[src/rtl/calc1_port_driver.sv]
// calc1_port_driver
//   Transaction front end for one calc1 request port. It accepts a complete
//   command (cmd, op1, op2, tag) over a valid/ready handshake. It then drives
//   the command onto the calc1 two-cycle port protocol (cmd+op1, then op2).
//   It waits for the calc1 response and returns it with a latency count.
//   A watchdog forces a timeout result when the port never answers.
//
// Parameters
//   TIMEOUT  max WAIT cycles before a timeout result is forced (2..255)
//   LAT_W    width of rsp_latency, saturating at all-ones
//
// Ports
//   c_clk, reset                 clock (rising edge), synchronous active-high reset
//   req_valid/req_ready          request handshake (ready only while idle)
//   req_cmd/op1/op2/tag          request payload
//   port_cmd/port_data           to calc1 reqN_cmd_in / reqN_data_in
//   port_resp/port_dout          from calc1 out_respN / out_dataN
//   rsp_valid/rsp_ready          response handshake
//   rsp_code/data/tag            captured response and echoed tag
//   rsp_timeout                  response was forced by the watchdog
//   rsp_latency                  cycles from op2 drive to response capture
//   stray_resp                   one-cycle pulse: nonzero port_resp outside WAIT
//
// Vectors use [0:N-1] ordering, so bit 0 is the MSB. All outputs are registered.

module calc1_port_driver #(
   parameter int TIMEOUT = 64,
   parameter int LAT_W   = 8
) (
   input  logic             c_clk,
   input  logic             reset,
   input  logic             req_valid,
   output logic             req_ready,
   input  logic [0:3]       req_cmd,
   input  logic [0:31]      req_op1,
   input  logic [0:31]      req_op2,
   input  logic [0:1]       req_tag,
   output logic [0:3]       port_cmd,
   output logic [0:31]      port_data,
   input  logic [0:1]       port_resp,
   input  logic [0:31]      port_dout,
   output logic             rsp_valid,
   input  logic             rsp_ready,
   output logic [0:1]       rsp_code,
   output logic [0:31]      rsp_data,
   output logic [0:1]       rsp_tag,
   output logic             rsp_timeout,
   output logic [0:LAT_W-1] rsp_latency,
   output logic             stray_resp
);

   typedef enum logic [2:0] {
      ST_IDLE,
      ST_SEND1,
      ST_SEND2,
      ST_WAIT,
      ST_DONE
   } state_t;

   localparam logic [0:LAT_W-1] LAT_MAX     = {LAT_W{1'b1}};
   // The watchdog fires on the last permitted WAIT cycle (count TIMEOUT-1).
   localparam logic [0:7]       TIMEOUT_CNT = 8'(TIMEOUT - 1);

   state_t            state_reg;
   logic              req_ready_reg;
   logic [0:3]        port_cmd_reg;
   logic [0:31]       port_data_reg;
   logic [0:31]       op2_reg;
   logic [0:1]        tag_reg;
   logic [0:7]        wait_cnt_reg;   // watchdog, independent of LAT_W
   logic [0:LAT_W-1]  lat_cnt_reg;    // saturating latency counter
   logic [0:LAT_W-1]  lat_next;
   logic              rsp_valid_reg;
   logic [0:1]        rsp_code_reg;
   logic [0:31]       rsp_data_reg;
   logic [0:1]        rsp_tag_reg;
   logic              rsp_timeout_reg;
   logic [0:LAT_W-1]  rsp_latency_reg;
   logic              stray_resp_reg;

   // Latency for the current WAIT cycle: count so far plus this cycle, saturated.
   always_comb begin
      lat_next = LAT_MAX;
      if (lat_cnt_reg != LAT_MAX) begin
         lat_next = lat_cnt_reg + LAT_W'(1);
      end
   end

   always_ff @(posedge c_clk) begin
      if (reset) begin
         state_reg       <= ST_IDLE;
         req_ready_reg   <= 1'b0;
         port_cmd_reg    <= '0;
         port_data_reg   <= '0;
         op2_reg         <= '0;
         tag_reg         <= '0;
         wait_cnt_reg    <= '0;
         lat_cnt_reg     <= '0;
         rsp_valid_reg   <= 1'b0;
         rsp_code_reg    <= '0;
         rsp_data_reg    <= '0;
         rsp_tag_reg     <= '0;
         rsp_timeout_reg <= 1'b0;
         rsp_latency_reg <= '0;
         stray_resp_reg  <= 1'b0;
      end else begin
         // A response outside WAIT is only flagged; it never touches the result.
         stray_resp_reg <= (port_resp != 2'b00) && (state_reg != ST_WAIT);

         case (state_reg)
            ST_IDLE: begin
               req_ready_reg <= 1'b1;
               if (req_valid && req_ready_reg) begin
                  // The first protocol beat is loaded here so it appears
                  // on the port while the FSM sits in SEND1.
                  req_ready_reg <= 1'b0;
                  port_cmd_reg  <= req_cmd;
                  port_data_reg <= req_op1;
                  op2_reg       <= req_op2;
                  tag_reg       <= req_tag;
                  state_reg     <= ST_SEND1;
               end
            end

            ST_SEND1: begin
               port_cmd_reg  <= '0;
               port_data_reg <= op2_reg;
               state_reg     <= ST_SEND2;
            end

            ST_SEND2: begin
               port_data_reg <= '0;
               wait_cnt_reg  <= '0;
               lat_cnt_reg   <= '0;
               state_reg     <= ST_WAIT;
            end

            ST_WAIT: begin
               wait_cnt_reg <= wait_cnt_reg + 8'd1;
               lat_cnt_reg  <= lat_next;
               if (port_resp != 2'b00) begin
                  rsp_code_reg    <= port_resp;
                  rsp_data_reg    <= port_dout;
                  rsp_tag_reg     <= tag_reg;
                  rsp_timeout_reg <= 1'b0;
                  rsp_latency_reg <= lat_next;
                  rsp_valid_reg   <= 1'b1;
                  state_reg       <= ST_DONE;
               end else if (wait_cnt_reg == TIMEOUT_CNT) begin
                  // lat_next equals TIMEOUT here, saturated to LAT_W.
                  rsp_code_reg    <= 2'd3;
                  rsp_data_reg    <= '0;
                  rsp_tag_reg     <= tag_reg;
                  rsp_timeout_reg <= 1'b1;
                  rsp_latency_reg <= lat_next;
                  rsp_valid_reg   <= 1'b1;
                  state_reg       <= ST_DONE;
               end
            end

            ST_DONE: begin
               if (rsp_ready) begin
                  rsp_valid_reg <= 1'b0;
                  req_ready_reg <= 1'b1;
                  state_reg     <= ST_IDLE;
               end
            end

            default: begin
               state_reg <= ST_IDLE;
            end
         endcase
      end
   end

   assign req_ready   = req_ready_reg;
   assign port_cmd    = port_cmd_reg;
   assign port_data   = port_data_reg;
   assign rsp_valid   = rsp_valid_reg;
   assign rsp_code    = rsp_code_reg;
   assign rsp_data    = rsp_data_reg;
   assign rsp_tag     = rsp_tag_reg;
   assign rsp_timeout = rsp_timeout_reg;
   assign rsp_latency = rsp_latency_reg;
   assign stray_resp  = stray_resp_reg;

endmodule

[config.mk]
export PLATFORM = sky130hd
export DESIGN_NAME = calc1_port_driver
export DESIGN_NICKNAME = d
export VERILOG_FILES = /design/src/rtl/calc1_port_driver.sv
export SDC_FILE = /design/constraint.sdc
export NUM_CORES = 1
export LEC_CHECK = 0
export CORE_ASPECT_RATIO = 0.5
export CORE_MARGIN = 2
export CORE_UTILIZATION = 30
export DETAILED_ROUTE_END_ITERATION = 10
export PLACE_DENSITY = 0.55
export SKIP_CTS_REPAIR_TIMING = 1
export SYNTH_ARGS = -nofsm -noshare
export SYNTH_HDL_FRONTEND = slang
export SYNTH_SLANG_ARGS = --single-unit
[constraint.sdc]
create_clock -name c_clk -period 2.4 [get_ports c_clk]
set_input_delay 0.36 -clock c_clk [delete_from_list [all_inputs] [get_ports c_clk]]
set_output_delay 0.36 -clock c_clk [all_outputs]
set_load 0.05 [all_outputs]
==> run metrics <==
nets 888; setup TNS 0 ps; die area between 0.015 and 0.02 mm^2; H-tree levels 4; post-route ant nets 0; CP endpoint kind flip-flop; slew margin rel. 60.12%; Starting Density a little under a third; Mapped Area 0.005305 mm^2; Final Critical Period 2040 ps; synthesis warning total 0; Final HPWL DP 10.66 mm; TritonCTS Sinks between 100 and 150; #FFs+latches synth between 100 and 150; pre-CTS WS 342.6 ps; Clock Skews 12.34 ps; GR Overflow Total 0; Worst VDD drop roughly 0.0005 V; Syn Inst Count between 500 and 600; Die Y 98.03 um; CP required 2680 ps; critical path class flip-flop to flip-flop; Max Freq 490.1 MHz; clk root buf clkbuf_16; share of layout cells above drive strength 1 8.344%; Synth Flop Type dfxtp_1; first-pass GRT wire length 25.49 mm; Pins Over Slew Limit 0; multi-input logic area ~0.0023 mm^2; drc violations 0; 1st-pass router iterations 4; largest net degree at the start of global routing 53; FP Rows 34; setup violators final 0; TritonCTS clock tree yes; Cell variety after synth 51; GRT Util Overall 17.00%; sequential share of the synthesized area a little over 50%; die width 192.1 um; Clock Tree Buf Depth 2; routed wire length per instance 15.66 um; # IOs 192; ant diodes 0; via count ~5k; CTS Buf Count 17; Core Region 0.01736 mm^2; hold path cells 2; CTS clk-pin slew, worst paths approximately 70 ps; Worst Setup Start Kind flip-flop; Avg Cell Area, Syn 8.931 um^2; async set or reset register ratio after synthesis 0%; syn nets a little over 700; Post-synth EDFFs 0; I/O Buffers 191; routability cong. about 0.8; largest driver fanout on the critical path 7; Max Cap Viol 0; initial antenna violation count 0; type of the worst min-delay path primary input to flip-flop; initial DRC count 221; leading cell type in the layout, fill and taps excluded clkdlybuf4s50_1; Clk Latency, worst-skew pair 420 ps; Reg area 0.002743 mm^2; run status completed; Placed Area 0.007500 mm^2; area grow syn2layout 54.13%; PD cells 870.9 mW/mm^2; RSZ-0062 raised after global routing no; Lkg Pwr just under 3 nW; drt total wl 16.05 mm; most frequent cells in the layout 190 x clkdlybuf4s50_1, 137 x dfxtp_1, 87 x nand2_1; Avg Vias per Cell approximately 5; Fin. Hold Viols 0; WP data arrival around 2300 ps; Final WS setup 359.6 ps; vias in the first global route 4,906; Fillers 1,633; post-route cell area roughly 0.0082 mm^2; Final Cycle Share a little under nine tenths; worst r2r path cells 6; worst slew pin tran approximately 600 ps
cells in the mapped netlist (3+ instances only):
cell / n / area, um^2
a21oi_1: 64 / 320.3
a221oi_1: 32 / 280.3
a22o_1: 33 / 289.0
and2_1: 4 / 25.02
buf_2: 13 / 65.06
buf_6: 4 / 45.04
clkbuf_1: 32 / 120.1
dfxtp_1: 137 / 2743
inv_1: 5 / 18.77
mux2i_1: 3 / 30.03
nand2_1: 87 / 326.6
nand3_1: 10 / 50.05
nand3b_1: 5 / 37.54
nand4_1: 5 / 31.28
nor2_1: 50 / 187.7
nor2b_1: 4 / 25.02
nor3_1: 13 / 65.06
o21ai_0: 53 / 265.3
metrics by stage:
stage,std cells,hold slack (ps),power (mW),utilization [%]
CTS,1025,381.4,7.205,47.11
finish,1025,386.9,7.121,47.11
global placement,993,442.9,4.161,43.21
floorplan,594,436.4,3.507,-
detailed placement,993,447.1,4.163,43.21
global route,1025,410.8,7.417,47.11
power by group:
group          internal, mW  switching (mW)
Clock                  2.00            1.01
Combinational         0.591           0.969
Sequential             2.45          0.0938
Total                  5.04            2.08
final timing paths:
path	slack (ps)	end	startpoint
hold / removal	390	lat_cnt_reg[7]	reset
setup reg to reg	360	rsp_latency[4]	wait_cnt_reg[7]
hold reg to reg	460	op2_reg[6]	op2_reg[6]
setup / recovery	360	rsp_latency[4]	wait_cnt_reg[7]
kinds of logic after synthesis:
kind of cell	count (synthesis)	share of synthesized area, %
buf+inv	55	4.835
simple gates	194	16.67
flops	137	51.70
mux	3	0.5661
xor+xnor	2	0.3302
fa+ha+maj	2	0.4716
compound gates	201	25.43
cell type report:
type / count / area share [%]
clock buffer: 20 / 5.585
clock inverter: 12 / 2.693
inverter: 5 / 0.2295
multi-input combinational: 402 / 28.54
sequential: 137 / 33.54
tap: 234 / 3.581
timing repair buffer: 215 / 25.83
worst max-delay path, stage by stage (launching register included):
cell and delay, ps:
dfxtp_1 370, ha_1 260, nand3_4 130, o41a_1 510, buf_4 200, nor4_1 340, nor3_1 90
routing by layer:
layer / up-vias / GRT usage, % / share of wire (%) / routed length, um
met2: 140 / 26.46 / 45 / 7245
met5: - / 0 / 0 / 0
met3: 12 / 3.918 / 6.3 / 1011
met1: 2349 / 23.03 / 48 / 7627
met4: 0 / 6.224 / 1.1 / 169
li1: 2508 / - / - / -
No activity file was read; power rests on OpenSTA's default activity.
